[config.mk]
export PLATFORM = sky130hd
export DESIGN_NAME = multicycle_cu
export DESIGN_NICKNAME = d
export VERILOG_FILES = /design/src/rtl/cu_pkg.sv /design/src/rtl/cu_decode.sv /design/src/rtl/multicycle_cu.sv
export SDC_FILE = /design/constraint.sdc
export NUM_CORES = 1
export LEC_CHECK = 0
export CORE_MARGIN = 2
export CORE_UTILIZATION = 62
export DETAILED_ROUTE_END_ITERATION = 6
export DONT_BUFFER_PORTS = 1
export PLACE_DENSITY_LB_ADDON = 0.08
export RECOVER_POWER = 50
export SETUP_SLACK_MARGIN = 0.4
export SLEW_MARGIN = 20
export SYNTH_ARGS = -nofsm -noshare
export SYNTH_HDL_FRONTEND = slang
export SYNTH_SLANG_ARGS = --single-unit
[constraint.sdc]
create_clock -name clk -period 2.48 [get_ports clk]
set_input_delay 0.62 -clock clk [delete_from_list [all_inputs] [get_ports clk]]
set_output_delay 0.62 -clock clk [all_outputs]
set_load 0.01 [all_outputs]
[src/rtl/cu_pkg.sv]
// rtl/cu_pkg.sv - shared types, encodings and helpers for the multicycle control unit
package cu_pkg;

   typedef enum logic [2:0] {
      ST_FETCH  = 3'd0,
      ST_DECODE = 3'd1,
      ST_EXEC   = 3'd2,
      ST_MEM    = 3'd3,
      ST_WB     = 3'd4,
      ST_FAULT  = 3'd5
   } state_e;

   typedef enum logic [3:0] {
      CL_NOP, CL_ADD, CL_SUB, CL_AND, CL_ORR,
      CL_ADDI, CL_SUBI, CL_ANDI, CL_ORRI,
      CL_LDUR, CL_STUR, CL_B, CL_CBZ, CL_CBNZ
   } op_class_e;

   // Decode looks only at the top PAT_W opcode bits.
   localparam int PAT_W = 11;

   localparam logic [10:0] PAT_ADD  = 11'b10001011000;
   localparam logic [10:0] PAT_SUB  = 11'b11001011000;
   localparam logic [10:0] PAT_AND  = 11'b10001010000;
   localparam logic [10:0] PAT_ORR  = 11'b10101010000;
   localparam logic [10:0] PAT_ADDI = 11'b10010001000;
   localparam logic [10:0] PAT_SUBI = 11'b11010001000;
   localparam logic [10:0] PAT_ANDI = 11'b10010010000;
   localparam logic [10:0] PAT_ORRI = 11'b10110010000;
   localparam logic [10:0] PAT_LDUR = 11'b11111000010;
   localparam logic [10:0] PAT_STUR = 11'b11111000000;
   localparam logic [10:0] PAT_B    = 11'b00010100000;
   localparam logic [10:0] PAT_CBZ  = 11'b10110100000;
   localparam logic [10:0] PAT_CBNZ = 11'b10110101000;

   // Mask bits set to 1 are compared; 0 bits are don't-care.
   localparam logic [10:0] MASK_FULL = 11'b11111111111;
   localparam logic [10:0] MASK_I    = 11'b11111111110;
   localparam logic [10:0] MASK_B    = 11'b11111100000;
   localparam logic [10:0] MASK_CB   = 11'b11111111000;

   localparam logic [2:0] ALU_ADD   = 3'b000;
   localparam logic [2:0] ALU_SUB   = 3'b001;
   localparam logic [2:0] ALU_AND   = 3'b010;
   localparam logic [2:0] ALU_ORR   = 3'b011;
   localparam logic [2:0] ALU_PASSB = 3'b100;

   localparam logic [1:0] SEU_IMM = 2'b00;
   localparam logic [1:0] SEU_D   = 2'b01;
   localparam logic [1:0] SEU_B   = 2'b10;
   localparam logic [1:0] SEU_CB  = 2'b11;

   function automatic logic op_match(input logic [10:0] op, input logic [10:0] pat,
                                     input logic [10:0] mask);
      return (op & mask) == (pat & mask);
   endfunction

   function automatic logic is_rtype(input op_class_e c);
      return (c == CL_ADD) || (c == CL_SUB) || (c == CL_AND) || (c == CL_ORR);
   endfunction

   function automatic logic is_itype(input op_class_e c);
      return (c == CL_ADDI) || (c == CL_SUBI) || (c == CL_ANDI) || (c == CL_ORRI);
   endfunction

   function automatic logic [2:0] alu_op_of(input op_class_e c);
      logic [2:0] r;
      r = ALU_ADD;
      if ((c == CL_SUB) || (c == CL_SUBI)) r = ALU_SUB;
      if ((c == CL_AND) || (c == CL_ANDI)) r = ALU_AND;
      if ((c == CL_ORR) || (c == CL_ORRI)) r = ALU_ORR;
      return r;
   endfunction

endpackage

[src/rtl/cu_decode.sv]
// rtl/cu_decode.sv - combinational opcode to instruction-class decoder
module cu_decode
   import cu_pkg::*;
#(
   parameter int OPCODE_W = 11
) (
   input  logic [OPCODE_W-1:0] opcode_i,
   output op_class_e           cls_o
);

   logic [PAT_W-1:0] top_bits;
   assign top_bits = opcode_i[OPCODE_W-1 -: PAT_W];

   // Patterns are disjoint; anything unmatched is treated as a NOP.
   always_comb begin
      cls_o = CL_NOP;
      if      (op_match(top_bits, PAT_ADD,  MASK_FULL)) cls_o = CL_ADD;
      else if (op_match(top_bits, PAT_SUB,  MASK_FULL)) cls_o = CL_SUB;
      else if (op_match(top_bits, PAT_AND,  MASK_FULL)) cls_o = CL_AND;
      else if (op_match(top_bits, PAT_ORR,  MASK_FULL)) cls_o = CL_ORR;
      else if (op_match(top_bits, PAT_ADDI, MASK_I))    cls_o = CL_ADDI;
      else if (op_match(top_bits, PAT_SUBI, MASK_I))    cls_o = CL_SUBI;
      else if (op_match(top_bits, PAT_ANDI, MASK_I))    cls_o = CL_ANDI;
      else if (op_match(top_bits, PAT_ORRI, MASK_I))    cls_o = CL_ORRI;
      else if (op_match(top_bits, PAT_LDUR, MASK_FULL)) cls_o = CL_LDUR;
      else if (op_match(top_bits, PAT_STUR, MASK_FULL)) cls_o = CL_STUR;
      else if (op_match(top_bits, PAT_B,    MASK_B))    cls_o = CL_B;
      else if (op_match(top_bits, PAT_CBZ,  MASK_CB))   cls_o = CL_CBZ;
      else if (op_match(top_bits, PAT_CBNZ, MASK_CB))   cls_o = CL_CBNZ;
   end

endmodule

[src/rtl/multicycle_cu.sv]
// rtl/multicycle_cu.sv - multicycle control FSM with memory-wait timeout
module multicycle_cu
   import cu_pkg::*;
#(
   parameter int OPCODE_W = 11,
   parameter int ALUOP_W  = 3,
   parameter int TIMEOUT  = 15
) (
   input  logic                clk,
   input  logic                rst_n,
   input  logic [OPCODE_W-1:0] opcode,
   input  logic                zero,
   input  logic                mem_ready,
   output logic                bus_reg2loc,
   output logic                bus_aluSrc,
   output logic                bus_memToReg,
   output logic                bus_regWr,
   output logic                bus_pcSrc,
   output logic [1:0]          bus_seu,
   output logic [ALUOP_W-1:0]  bus_aluOp,
   output logic                bus_memRd,
   output logic                bus_memWr,
   output logic                bus_irWr,
   output logic                bus_pcWr,
   output logic [2:0]          state,
   output logic                fault
);

   // 9-bit compare so wait_q + 1 cannot wrap for TIMEOUT up to 255.
   localparam logic [8:0] TO_LIM = 9'(TIMEOUT);

   state_e    state_q, state_d;
   op_class_e class_q, class_d;
   op_class_e dec_cls;
   logic [7:0] wait_q, wait_d;
   logic       timeout_hit;

   cu_decode #(.OPCODE_W(OPCODE_W)) u_decode (
      .opcode_i (opcode),
      .cls_o    (dec_cls)
   );

   assign timeout_hit = ({1'b0, wait_q} + 9'd1) >= TO_LIM;
   assign state       = state_q;
   assign fault       = (state_q == ST_FAULT);

   // Class is captured on the edge where the instruction register loads.
   assign class_d = (state_q == ST_FETCH && mem_ready) ? dec_cls : class_q;

   // State, wait counter and latched class registers.
   always_ff @(posedge clk or negedge rst_n) begin
      if (!rst_n) begin
         state_q <= ST_FETCH;
         wait_q  <= '0;
         class_q <= CL_NOP;
      end else begin
         state_q <= state_d;
         wait_q  <= wait_d;
         class_q <= class_d;
      end
   end

   // Next-state and datapath control decode.
   always_comb begin
      state_d      = state_q;
      wait_d       = '0;
      bus_reg2loc  = 1'b0;
      bus_aluSrc   = 1'b0;
      bus_memToReg = 1'b0;
      bus_regWr    = 1'b0;
      bus_pcSrc    = 1'b0;
      bus_seu      = SEU_IMM;
      bus_aluOp    = '0;
      bus_memRd    = 1'b0;
      bus_memWr    = 1'b0;
      bus_irWr     = 1'b0;
      bus_pcWr     = 1'b0;
      case (state_q)
         ST_FETCH: begin
            bus_memRd = 1'b1;
            if (mem_ready) begin
               bus_irWr = 1'b1;
               state_d  = ST_DECODE;
            end else if (timeout_hit) begin
               state_d = ST_FAULT;
            end else begin
               wait_d = wait_q + 8'd1;
            end
         end
         ST_DECODE: begin
            if (class_q == CL_NOP) begin
               bus_pcWr = 1'b1;
               state_d  = ST_FETCH;
            end else begin
               state_d = ST_EXEC;
            end
         end
         ST_EXEC: begin
            if (is_rtype(class_q)) begin
               bus_aluOp = ALUOP_W'(alu_op_of(class_q));
               state_d   = ST_WB;
            end else if (is_itype(class_q)) begin
               bus_aluSrc = 1'b1;
               bus_seu    = SEU_IMM;
               bus_aluOp  = ALUOP_W'(alu_op_of(class_q));
               state_d    = ST_WB;
            end else if (class_q == CL_LDUR || class_q == CL_STUR) begin
               bus_aluSrc  = 1'b1;
               bus_seu     = SEU_D;
               bus_aluOp   = ALUOP_W'(ALU_ADD);
               bus_reg2loc = (class_q == CL_STUR);
               state_d     = ST_MEM;
            end else if (class_q == CL_B) begin
               bus_seu   = SEU_B;
               bus_pcSrc = 1'b1;
               bus_pcWr  = 1'b1;
               state_d   = ST_FETCH;
            end else if (class_q == CL_CBZ || class_q == CL_CBNZ) begin
               bus_reg2loc = 1'b1;
               bus_seu     = SEU_CB;
               bus_aluOp   = ALUOP_W'(ALU_PASSB);
               bus_pcWr    = 1'b1;
               bus_pcSrc   = (class_q == CL_CBZ) ? zero : !zero;
               state_d     = ST_FETCH;
            end else begin
               // NOP never reaches EXEC; still retire it with a single PC step.
               bus_pcWr = 1'b1;
               state_d  = ST_FETCH;
            end
         end
         ST_MEM: begin
            bus_memRd = (class_q == CL_LDUR);
            bus_memWr = (class_q != CL_LDUR);
            if (mem_ready) begin
               if (class_q == CL_LDUR) begin
                  state_d = ST_WB;
               end else begin
                  bus_pcWr = 1'b1;
                  state_d  = ST_FETCH;
               end
            end else if (timeout_hit) begin
               state_d = ST_FAULT;
            end else begin
               wait_d = wait_q + 8'd1;
            end
         end
         ST_WB: begin
            bus_regWr    = 1'b1;
            bus_memToReg = (class_q == CL_LDUR);
            bus_pcWr     = 1'b1;
            state_d      = ST_FETCH;
         end
         ST_FAULT: begin
            state_d = ST_FAULT;
         end
         default: begin
            state_d = ST_FETCH;
         end
      endcase
   end

endmodule

; After elaboration in Yosys (flattened, before gate mapping)
; Index checks and enable logic that the tools add are counted.
[classes]
shift = 0
mux = 70
reduce_logical = 16
n_mul = 0
bitwise_logic = 0
n_div = 0
n_eq_ne = 32
n_lt_le_gt_ge = 1
n_addsub = 2
[op_table]
columns = op, n
row1 = $eq 11x11->1 const B, 6
row2 = $mux 4, 13
row3 = $mux 3, 14
row4 = $eq 10x10->1 const B, 4
row5 = $mux 1, 29
row6 = $eq 4x4->1 const B, 6
row7 = $mux 8, 3
row8 = $eq 4x3->1 const B, 4
row9 = $eq 8x8->1 const B, 2
row10 = $mux 2, 8
row11 = $pmux 3 s5, 1
row12 = $logic_or 1x1->1, 11
row13 = $add 8x1->9 const B, 1
row14 = $ge 9x4->1 const B, 1
row15 = $add 8x1->8 const B, 1
row16 = $eq 4x2->1 const B, 2
row17 = $eq 3x2->1 const B, 2
row18 = $eq 3x3->1 const B, 2
row19 = $eq 6x3->1 const B, 1
row20 = $eq 4x1->1 const B, 1
row21 = $logic_not 4->1, 1
row22 = $ne 4x4->1 const B, 1
row23 = $pmux 1 s4, 1
row24 = $eq 3x1->1 const B, 1
row25 = other kinds (5), 5
[word_totals]
mem_bits_ro = 0
ff_bits = 15
in_bits = 15
mem_count = 0
ramBits = 0
latchBits = 0
output_inout_bits = 18
word_cells = 124

; Logic depth before layout (Yosys ltp)
; Gate-level depths: netlist of the first run.
[depth]
depth_word = 14
mapped_depth = 7

; Hierarchy
; A second synthesis of the first run with hierarchy kept.
[unflattened]
hier_cells = 162
hier_area_um2 = 1336.3
[modules_own_cells]
columns = module, n_inst, cells_each, seq_area_each_um2, area_per_inst_um2
row1 = multicycle_cu, 1, 124, 375.4, 1062.3
row2 = cu_decode, 1, 38, 0.0, 274.0

; Least setup slack after synthesis of the first run
; Ideal clock, no wire load.
[synth_path]
kind = register to output
startpoint = reg class_q[1]
endpoint = out bus_pcWr
arrival_ps = 1474
path_slack_ps = 386
t_required_ps = 1860
path_stages_with_launch = 6
n_path_buf = 1
path_cell_list = dfrtp_1 buf_2 or3_1 o21bai_1 a21oi_1 o31ai_1
[synth_between]
elab_chain_len = 7
word_cells_on_any_way = 25
[synth_lines]
columns = item, line
row1 = "start, declared", multicycle_cu.sv:33  ; op_class_e class_q, class_d;
row2 = "start signal, assigned", multicycle_cu.sv:59  ; class_q <= class_d;
row3 = $eq 4x3->1, cu_pkg.sv:63  ; return (c == CL_ADDI) || (c == CL_SUBI) || (c == CL_ANDI) || (c == CL_ORRI);
row4 = $logic_or 1x1->1 (3 in a row), cu_pkg.sv:63
row5 = $mux 1, multicycle_cu.sv:102  ; end else if (is_itype(class_q)) begin
row6 = $mux 1, multicycle_cu.sv:99  ; if (is_rtype(class_q)) begin
row7 = $pmux 1 s4 (*), multicycle_cu.sv:78  ; case (state_q)
row8 = "end, declared", multicycle_cu.sv:24  ; output logic bus_pcWr,
; Every way passes the cells marked *; elsewhere a longest branch is shown, timed or not.

; Worst setup path in the final report of the first run
[layout_path]
startpoint = reg state_q[1] (netlist: state[1])
endpoint = out bus_reg2loc
[layout_between]
elab_chain_len = 2
[layout_lines]
columns = item, line
row1 = "start, declared", multicycle_cu.sv:32  ; state_e state_q, state_d;
row2 = "start signal, assigned", multicycle_cu.sv:57  ; state_q <= state_d;
row3 = $eq 3x2->1, multicycle_cu.sv:78
row4 = $mux 1, multicycle_cu.sv:78
row5 = "end, declared", multicycle_cu.sv:14  ; output logic bus_reg2loc,
; No other way between the ends.

==> reports/qor.csv, run 1 <==
metric,value,unit
status,"complete, no violations",
final.setup.tns,0,ns
max_slew_margin,0.552,
cts_max_path_buffers,2,
rrSetupSlack,0.47,ns
whs_endpoint,wait_q[0],
dieArea,2430,sq um
ys_types,47,
grt_max_degree,16,
yosysSeqAreaShare,0.294,
peakVddDrop,0.531,mV
ys_seq_elements,15,
detail_route.wl_per_cell,16.2,microns
clock_sinks,15,
core.rowCount,16,
endpoint_kind,output port,
r2r-start,wait_q[0],
p_total,1.37,mW
syn_to_final_growth,19.2,%
diodes,0,
max_freq,433,MHz
grtUsageTotal,0.286,
final-hold-violation-count,0,
ioPinCount,33,
avgSynthCellArea,7.54,sq um
yosys_most_used_dff,dfrtp_1,
r2r-end,wait_q[2],
drc,0,
min_from,wait_q[0],
vias_per_cell,6.29,
place.detailed.hpwl,2.15,mm
reg2reg_depth,6,
syn_area,1270,sq um
cap_violations,0,
portBuffers,0,
drv_slew,0,
crit_arrival,1.69,ns
grt-ovfl-total,0,
start_util,0.657,
wirelength,3.47,mm
crit_path_max_fanout,7,
core,1940,sq um
layout.nets,205,
whs_path_depth,1,
synth_top_cell_by_area,dfrtp_1,
die_h,49.3,microns
grt_pass1_vias,1284,
clk_pin_slew,0.09,ns
cp.required,1.86,ns
ys_top_cells_by_area,"dfrtp_1 (29%), nor2_1 (7.1%), a21oi_1 (5.1%)",
min_period,2.31,ns
p_leak,0.613,nW
globalplace.congestion,0.922,
grt_pass1_wl,5.52,mm
htree_num_levels,1,
vias,1347,
synthCells,169,
cts_tree,yes,
worst_pin_slew,0.669,ns
synthArstFlopShare,1.00,
antenna_left,0,
clock-skew-final,0.00345,ns
powerDensity,901,nW/um^2
die_w,49.3,microns
setup_viol,0,
dr.pass1.iters,4,
ys_warn_count,0,
synth_top_area_frac,0.294,
clk_latency,0.29,ns
min_path_type,reg -> reg,
synth_edf_count,0,
criticalPathCategory,reg -> out,
startpoint_type,register,
root_buffer,clkbuf_4,
drt_iter0_drc,58,
antenna_found_initial,0,
drive_above_1_share,0.251,
fill_cells,138,
min_period_over_period,0.932,
rsz0062_at_grt,true,
cts_made_buffers,3,
metal layers:
metal  up-vias  GRT usage  wire, microns
li1        644          -              -
met1       626      0.351           1460
met2        69      0.495           1750
met3         8     0.0521            224
met4         0      0.105             31
met5         -          0              0
flip-flops by register name, indices dropped and copies added, names as in the netlist:
register	flops
state	3
class_q	4
wait_q	8
timing repair:
item,CTS,global route
gates resized for setup,15,16
hold endpoints to repair,0,15
pin swaps,2,5
hold buffers,0,1
endpoints found under the setup margin,13,17
setup buffers,12,2
worst max path at each step:
| stage | startpoint | end | slack [ns] | depth (start not counted) |
|---|---|---|---|---|
| 2_1_floorplan | opcode[1] | class_q[1] | 0.41 | 5 |
| 3_3_place_gp | class_q[1] | bus_memRd | 0.37 | 4 |
| 3_5_place_dp | class_q[2] | bus_memRd | 0.33 | 4 |
| 4_1_cts | class_q[0] | bus_pcWr | 0.25 | 4 |
| 5_1_grt | state[1] | bus_reg2loc | 0.11 | 5 |
| 6_report | state[1] | bus_reg2loc | 0.17 | 5 |
cells in the mapped netlist, types with 2 or more instances:
cell,count
a21oi_1,13
or3_4,2
inv_1,8
or3_1,2
a22oi_1,2
nor3b_1,3
a31oi_1,4
ha_1,2
or2_2,3
nor2b_1,2
nand3b_1,5
nor3_1,6
xnor2_1,2
a221oi_1,2
o21ai_0,10
nand2_1,11
and2_1,2
nand2b_1,7
and4_1,2
xor2_1,5
and3_1,4
dfrtp_1,15
nor2_1,24
nand3_1,6
clkbuf_1,5
cells by family (layout without fill, tap and decap cells):
kind of cell,Yosys count,in the layout,share of synthesized area
XOR/XNOR,7,7,0.0481
AND/OR/NAND/NOR,86,86,0.374
flip-flops,15,15,0.294
other,1,4,0.00294
AO/OA/AOI/OAI,42,42,0.208
adder cells (fa/ha/maj),2,2,0.0196
buffers and inverters,15,30,0.0451
multiplexers,1,1,0.00785
layout make-up:
| type | instances | area (sq um) | share of cell area |
|---|---|---|---|
| Multi-Input combinational cell | 142 | 916 | 0.602 |
| Sequential cell | 15 | 384 | 0.253 |
| Timing Repair Buffer | 18 | 130 | 0.0856 |
| Tap cell | 27 | 33.8 | 0.0222 |
| Inverter | 8 | 30.0 | 0.0198 |
| Clock buffer | 4 | 26.3 | 0.0173 |
worst max-delay path: stages, from the launching register on:
cell     delay, ns
dfrtp_1       0.52
buf_6         0.17
buf_4         0.12
and3_1        0.19
and3_2        0.23
and2_1        0.18
metrics by stage:
stage          cell area [sq um]  utilization  setup WS, ns  instances  hold WS (ns)
3_5_place_dp                1320        0.680         0.329        195         0.325
2_1_floorplan               1290            -         0.407        172         0.324
3_3_place_gp                1320        0.680         0.368        195         0.325
4_1_cts                     1460        0.753         0.245        211        0.0110
6_report                    1520        0.783         0.168        214         0.519
5_1_grt                     1520        0.783         0.110        214         0.524
report_power, final:
group / switching (mW) / internal (mW)
Sequential: 0.102 / 0.304
Clock: 0.0826 / 0.0627
Combinational: 0.460 / 0.359
cell usage in the layout (no fill, tap or decap), types with 2 or more instances in the layout:
master    netlist  layout
a21oi_1        13       9
a21oi_2         0       4
a221oi_1        2       2
a22oi_1         2       2
a31oi_1         4       4
and2_1          2       2
and3_1          4       3
and4_1          2       2
buf_1           1       2
buf_4           0      13
clkbuf_1        5       2
clkbuf_4        0       3
conb_1          1       4
dfrtp_1        15       8
dfrtp_2         0       7
inv_1           8       8
nand2_1        11      10
nand2b_1        7       7
nand3_1         6       5
nand3b_1        5       5
nor2_1         24      18
nor2_2          0       4
nor2_4          0       2
nor2b_1         2       2
nor3_1          6       5
nor3b_1         3       3
o21ai_0        10       9
o21ai_1         1       2
or2_2           3       3
or3_1           2       3
xnor2_1         2       2
xor2_1          5       5
Note: power is estimated with default switching activity, not from simulation.
==> run 2, diff against run 1 <==
--- a/config.mk
+++ b/config.mk
@@ -9,7 +9,7 @@
 export CORE_UTILIZATION = 62
 export DETAILED_ROUTE_END_ITERATION = 6
 export DONT_BUFFER_PORTS = 1
-export PLACE_DENSITY_LB_ADDON = 0.08
+export PLACE_DENSITY = 0.78
 export RECOVER_POWER = 50
 export SETUP_SLACK_MARGIN = 0.4
 export SLEW_MARGIN = 20
==> constraint.sdc (replaced) <==
create_clock -name clk -period 2.3 [get_ports clk]
set_input_delay 0.575 -clock clk [delete_from_list [all_inputs] [get_ports clk]]
set_output_delay 0.575 -clock clk [all_outputs]
set_load 0.01 [all_outputs]
==> run 2 against run 1 <==
  * The flow now finishes with violations (setup timing)
  * Via count up 17%
  * Combinational power is 60% higher
  * Clock power increased by 8%
  * Cell count is 7.0% higher
  * Power up 40%
  * Critical path depth grew 1
  * Non-clock buffer count rose by 15
  * Sequential share of layout area fell by 3.8 points
  * Clock skew grew 0.0072 ns
  * Die area did not move
  * Sequential cell count is the same
  * Largest cell class unchanged
==> reports/qor.csv, run 2 (same netlist as run 1, synthesis figures left out) <==
metric,value,unit,change
grt-ovfl-total,0,,unchanged
final-hold-violation-count,0,,unchanged
worst_pin_slew,0.661,ns,was 0.669 ns
criticalPathCategory,reg -> out,,unchanged
cts_max_path_buffers,2,,unchanged
drt_iter0_drc,135,,was 58
whs_path_depth,2,,was 1
cap_violations,0,,unchanged
portBuffers,0,,unchanged
diodes,0,,unchanged
syn_to_final_growth,39.5,%,was 19.2%
antenna_left,0,,unchanged
clk_latency,0.29,ns,about the same
start_util,0.657,,unchanged
core.rowCount,16,,unchanged
layout.nets,220,,was 205
peakVddDrop,0.656,mV,was 0.531 mV
cts_made_buffers,3,,unchanged
endpoint_kind,output port,,unchanged
drv_slew,0,,unchanged
final_common_cell,buf_4,,was nor2_1
grt_pass1_wl,5.75,mm,was 5.52 mm
worst_path_largest_cell_delay,0.44,ns,was 0.52 ns
fin_cells,229,,was 214
reg2reg_depth,8,,was 6
min_period,2.32,ns,
cts_tree,yes,,unchanged
mostFrequentLayoutCells,"buf_4 (23), nor2_1 (17), nand2_1 (10), dfrtp_1 (10), a21oi_1 (9)",,"was nor2_1 (18), buf_4 (13), nand2_1 (10), o21ai_0 (9), a21oi_1 (9)"
min_path_type,in -> reg,,was reg -> reg
rrSetupSlack,0.32,ns,was 0.47 ns
globalplace.congestion,0.972,,was 0.922
rsz0062_at_grt,true,,unchanged
wirelength,4.70,mm,was 3.47 mm
clk_pin_slew,0.09,ns,about the same
root_buffer,clkbuf_4,,unchanged
crit_path_max_fanout,4,,was 7
grtUsageTotal,0.292,,was 0.286
min_period_over_period,1.01,,
top_register,wait_q,,unchanged
core,1940,sq um,unchanged
crit_arrival,1.75,ns,was 1.69 ns
antenna_found_initial,0,,unchanged
status,"complete, but fails checks",,"was complete, no violations"
max_freq,430,MHz,
p_leak,0.729,nW,was 0.613 nW
grt_pass1_vias,1285,,was 1284
drc,0,,unchanged
crit_chain,buf_4 -> nor2_4 -> nand2_1 -> a21oi_1 -> nor3_1 -> o31ai_2,,was buf_6 -> buf_4 -> and3_1 -> and3_2 -> and2_1
placedCellCount,196,,was 195
powerDensity,1080,nW/um^2,was 901 nW/um^2
htree_num_levels,1,,unchanged
grt_max_degree,16,,unchanged
dieArea,2430,sq um,unchanged
vias,1570,,was 1347
drive_above_1_share,0.391,,was 0.251
fin_area,1780,sq um,was 1520 sq um
setup_slack,-0.0240,ns,was 0.168 ns
ioPinCount,33,,unchanged
die_w,49.3,microns,unchanged
cp.required,1.73,ns,was 1.86 ns
clock_sinks,15,,unchanged
vias_per_cell,6.86,,was 6.29
largest_reg_flops,8,,unchanged
place.detailed.hpwl,2.16,mm,was 2.15 mm
setup_viol,1,,was 0
max_slew_margin,0.558,,was 0.552
fin_util,0.916,,was 0.783
startpoint_type,register,,unchanged
dpl-instance-area,1350,sq um,was 1320 sq um
detail_route.wl_per_cell,20.5,microns,was 16.2 microns
violations,setup timing,,
slowest_stage,dfrtp_2,,was dfrtp_1
fill_cells,74,,was 138
die_h,49.3,microns,unchanged
dr.pass1.iters,5,,was 4
clock-skew-final,0.0106,ns,was 0.00345 ns
run 2: changes by cell type in the layout (fill, tap and decap cells not counted), moves of 3 or more:
| cell | before | now |
|---|---|---|
| buf_6 | 1 | 7 |
| o21ai_0 | 9 | 6 |
| or2_4 | 0 | 3 |
| or2_2 | 3 | 0 |
| nand2b_1 | 7 | 4 |
| buf_4 | 13 | 23 |
| nor2_4 | 2 | 5 |
| nand2b_4 | 0 | 3 |
run 2: cell type report:
class,count,area (sq um),share of cell area
repair buffers,33,272,0.153
clock buffers,3,22.5,0.0127
clock inverters,1,7.51,0.00422
inverters,8,35.0,0.0197
well taps,27,33.8,0.0190
multi-input cells,142,1030,0.577
flip-flops and latches,15,382,0.214
run 2: power by group:
part	total, mW	internal (mW)	switching [mW]
clock	0.157	0.0660	0.0906
combinational	1.31	0.618	0.690
sequential	0.449	0.326	0.123
total	1.91	1.01	0.903
run 2: worst paths after layout:
check | start | to
worst max-delay path | class_q[2] | bus_pcWr
worst max register to register | wait_q[1] | state[0]
worst min-delay path | opcode[9] | class_q[0]
worst min register to register | wait_q[0] | wait_q[0]
min in group asynchronous | rst_n | wait_q[0]
max in group asynchronous | rst_n | class_q[1]
run 2: per-stage QoR:
step / setup WS, ns / setup TNS, ns / power, mW / hold slack [ns]
finish: -0.0240 / -0.0240 / 1.91 / 0.495
global route: -0.0323 / -0.0323 / 1.99 / 0.491
CTS: 0.0986 / 0 / 1.57 / 0.492
detailed placement: 0.238 / 0 / 1.06 / 0.280
global placement: 0.288 / 0 / 1.04 / 0.280
floorplan: 0.322 / 0 / 0.943 / 0.279
run 2: worst max-delay path, delay by kind of cell, from the launching register on:
kind                   cells  cell delay, ns
AO/OA/AOI/OAI              2            0.56
buffers and inverters      1            0.17
flip-flops                 1            0.44
AND/OR/NAND/NOR            3            0.32
run 2: per-layer routing:
layer / wire length [microns] / global-route usage
met3: 517 / 0.0552
met5: 0 / 0
met4: 156 / 0.0238
met2: 2210 / 0.525
met1: 1820 / 0.375
run 2: repair_timing:
| action | 4_1_cts | 5_1_grt |
|---|---|---|
| gates cloned | 0 | 0 |
| endpoints found under the hold margin | 15 | 0 |
| hold buffers | 1 | 0 |
| gates resized for setup | 42 | 15 |
| setup buffers | 16 | 12 |
| pin swaps | 15 | 18 |
| endpoints found under the setup margin | 21 | 21 |
==> run 3, diff against run 2 <==
--- a/config.mk
+++ b/config.mk
@@ -9,7 +9,7 @@
 export CORE_UTILIZATION = 62
 export DETAILED_ROUTE_END_ITERATION = 6
 export DONT_BUFFER_PORTS = 1
-export PLACE_DENSITY = 0.78
+export PLACE_DENSITY = 0.89
 export RECOVER_POWER = 50
 export SETUP_SLACK_MARGIN = 0.4
 export SLEW_MARGIN = 20
==> run 3 against run 2 <==
  * The flow still finishes with violations (setup timing)
  * Clock power hardly changed
  * Sequential share of layout area is 0.44 points lower
  * Cell count is 0.44% higher
  * Design area is 1.8% higher
  * Worst hold slack better by 0.027 ns
==> reports/qor.csv, run 3 (same netlist as run 1, synthesis figures left out) <==
metric,value,unit,change
max_slew_margin,0.534,,was 0.558
wirelength,5.88,mm,was 4.70 mm
cts_tree,yes,,unchanged
globalplace.congestion,0.860,,was 0.972
powerDensity,1140,nW/um^2,was 1080 nW/um^2
final-hold-violation-count,0,,unchanged
layout.nets,221,,was 220
drt_iter0_drc,147,,was 135
min_path_type,in -> reg,,unchanged
grt-ovfl-total,0,,unchanged
rsz0062_at_grt,true,,unchanged
drv_slew,0,,unchanged
min_period,2.44,ns,was 2.32 ns
die_h,49.3,microns,unchanged
syn_to_final_growth,42.0,%,was 39.5%
grt_pass1_wl,6.15,mm,was 5.75 mm
p_comb_frac,0.710,,was 0.683
fin_util,0.932,,was 0.916
grt_pass1_vias,1406,,was 1285
vias,1756,,was 1570
pwr-share-clk,0.077,,was 0.082
drive_above_1_share,0.384,,was 0.391
dieArea,2430,sq um,unchanged
core,1940,sq um,unchanged
crit_arrival,1.86,ns,was 1.75 ns
setup_slack,-0.140,ns,was -0.0240 ns
p_sw_frac,0.489,,was 0.472
setup_viol,1,,unchanged
violations,setup timing,,unchanged
min_period_over_period,1.06,,was 1.01
max_freq,410,MHz,was 430 MHz
endpoint_kind,output port,,unchanged
htree_num_levels,1,,unchanged
die_w,49.3,microns,unchanged
diodes,0,,unchanged
core.rowCount,16,,unchanged
antenna_found_initial,0,,unchanged
top_register,wait_q,,unchanged
ioPinCount,33,,unchanged
p_sw,1.01,mW,was 903 uW
cts_max_path_buffers,2,,unchanged
criticalPathCategory,reg -> out,,unchanged
clock-skew-final,0.00838,ns,was 0.0106 ns
startpoint_type,register,,unchanged
place.detailed.hpwl,2.35,mm,was 2.16 mm
grtUsageTotal,0.325,,was 0.292
portBuffers,0,,unchanged
vias_per_cell,7.63,,was 6.86
clk_pin_slew,0.08,ns,was 0.09 ns
status,"complete, but fails checks",,unchanged
cp.required,1.73,ns,about the same
detail_route.wl_per_cell,25.6,microns,was 20.5 microns
antenna_left,0,,unchanged
clk_latency,0.30,ns,was 0.29 ns
p_int,1.06,mW,was 1.01 mW
mostFrequentLayoutCells,"buf_4 (21), nor2_1 (16), dfrtp_1 (11), nand2_1 (10), a21oi_1 (10)",,"was buf_4 (23), nor2_1 (17), nand2_1 (10), dfrtp_1 (10), a21oi_1 (9)"
dr.pass1.iters,7,,was 5
worst_pin_slew,0.697,ns,was 0.661 ns
crit_path_max_fanout,7,,was 4
clock_sinks,15,,unchanged
peakVddDrop,0.711,mV,was 0.656 mV
root_buffer,clkbuf_4,,unchanged
largest_reg_flops,8,,unchanged
final_common_cell,buf_4,,unchanged
cts_made_buffers,3,,unchanged
grt_max_degree,16,,unchanged
drc,0,,unchanged
cap_violations,0,,unchanged
p_total,2.07,mW,was 1.91 mW
start_util,0.657,,unchanged
p_leak,0.740,nW,was 0.729 nW
seqPwrFrac,0.214,,was 0.235
[run 3: cell types whose count changed in the layout (fill, tap and decap cells not counted), sizes merged]
cell and change:
clkinvlp -1, clkbuf +2
[run 3: metrics by stage]
stage               cells  setup TNS (ns)  area, sq um  hold WS [ns]  setup slack (ns)
detailed placement    196               0         1350         0.280             0.253
floorplan             172               0         1320         0.279             0.322
global placement      196               0         1350         0.280             0.294
global route          230          -0.110         1810         0.513            -0.106
finish                230          -0.140         1810         0.521            -0.140
CTS                   217               0         1600         0.485            0.0806
[run 3: layout make-up]
class                           instances  area [sq um]
Multi-Input combinational cell        142          1030
Tap cell                               27          33.8
Fill cell                              58           131
Clock buffer                            4          26.3
Sequential cell                        15           380
Timing Repair Buffer                   34           308
Inverter                                8          32.5
[run 3: path summary, 6_finish.rpt]
path                             from    endpoint  slack (ns)  depth (start not counted)
max                        class_q[2]    bus_pcWr       -0.14                          6
min                         opcode[9]  class_q[0]        0.52                          2
max reg2reg                 wait_q[1]    state[2]        0.25                          7
min reg2reg                 wait_q[0]   wait_q[0]        0.62                          2
max in group asynchronous       rst_n  class_q[2]        1.05                          1
min in group asynchronous       rst_n    state[1]        0.75                          1
[run 3: worst max-delay path: stages (launching register included)]
cell,delay (ns)
dfrtp_2,0.48
buf_6,0.15
a21oi_1,0.29
nor2b_1,0.12
o21bai_1,0.19
a21oi_1,0.24
o31ai_2,0.11
[run 3: repair_timing]
| action | in CTS | in global routing |
|---|---|---|
| hold buffers | 1 | 0 |
| buffers inserted | 16 | 13 |
| pin swaps | 9 | 13 |
| endpoints found under the hold margin | 15 | 0 |
| gates resized for setup | 29 | 29 |
| endpoints found under the setup margin | 21 | 23 |
[run 3: layer usage]
metal  part of all wire  global-route usage  up-vias
li1                   -                   -      676
met1               0.35               0.381      790
met2               0.43               0.563      226
met3               0.15              0.0583       64
met4              0.067               0.167        0
met5                  0                   0        -
[run 3: power groups by stage]
stage | combinational, mW | clock [mW] | sequential [mW]
after detailed placement | 0.626 | 0 | 0.446
after global routing | 1.50 | 0.167 | 0.442
final | 1.47 | 0.159 | 0.441
after global placement | 0.597 | 0 | 0.442
after floorplan | 0.568 | 0 | 0.375
after CTS | 0.938 | 0.154 | 0.418
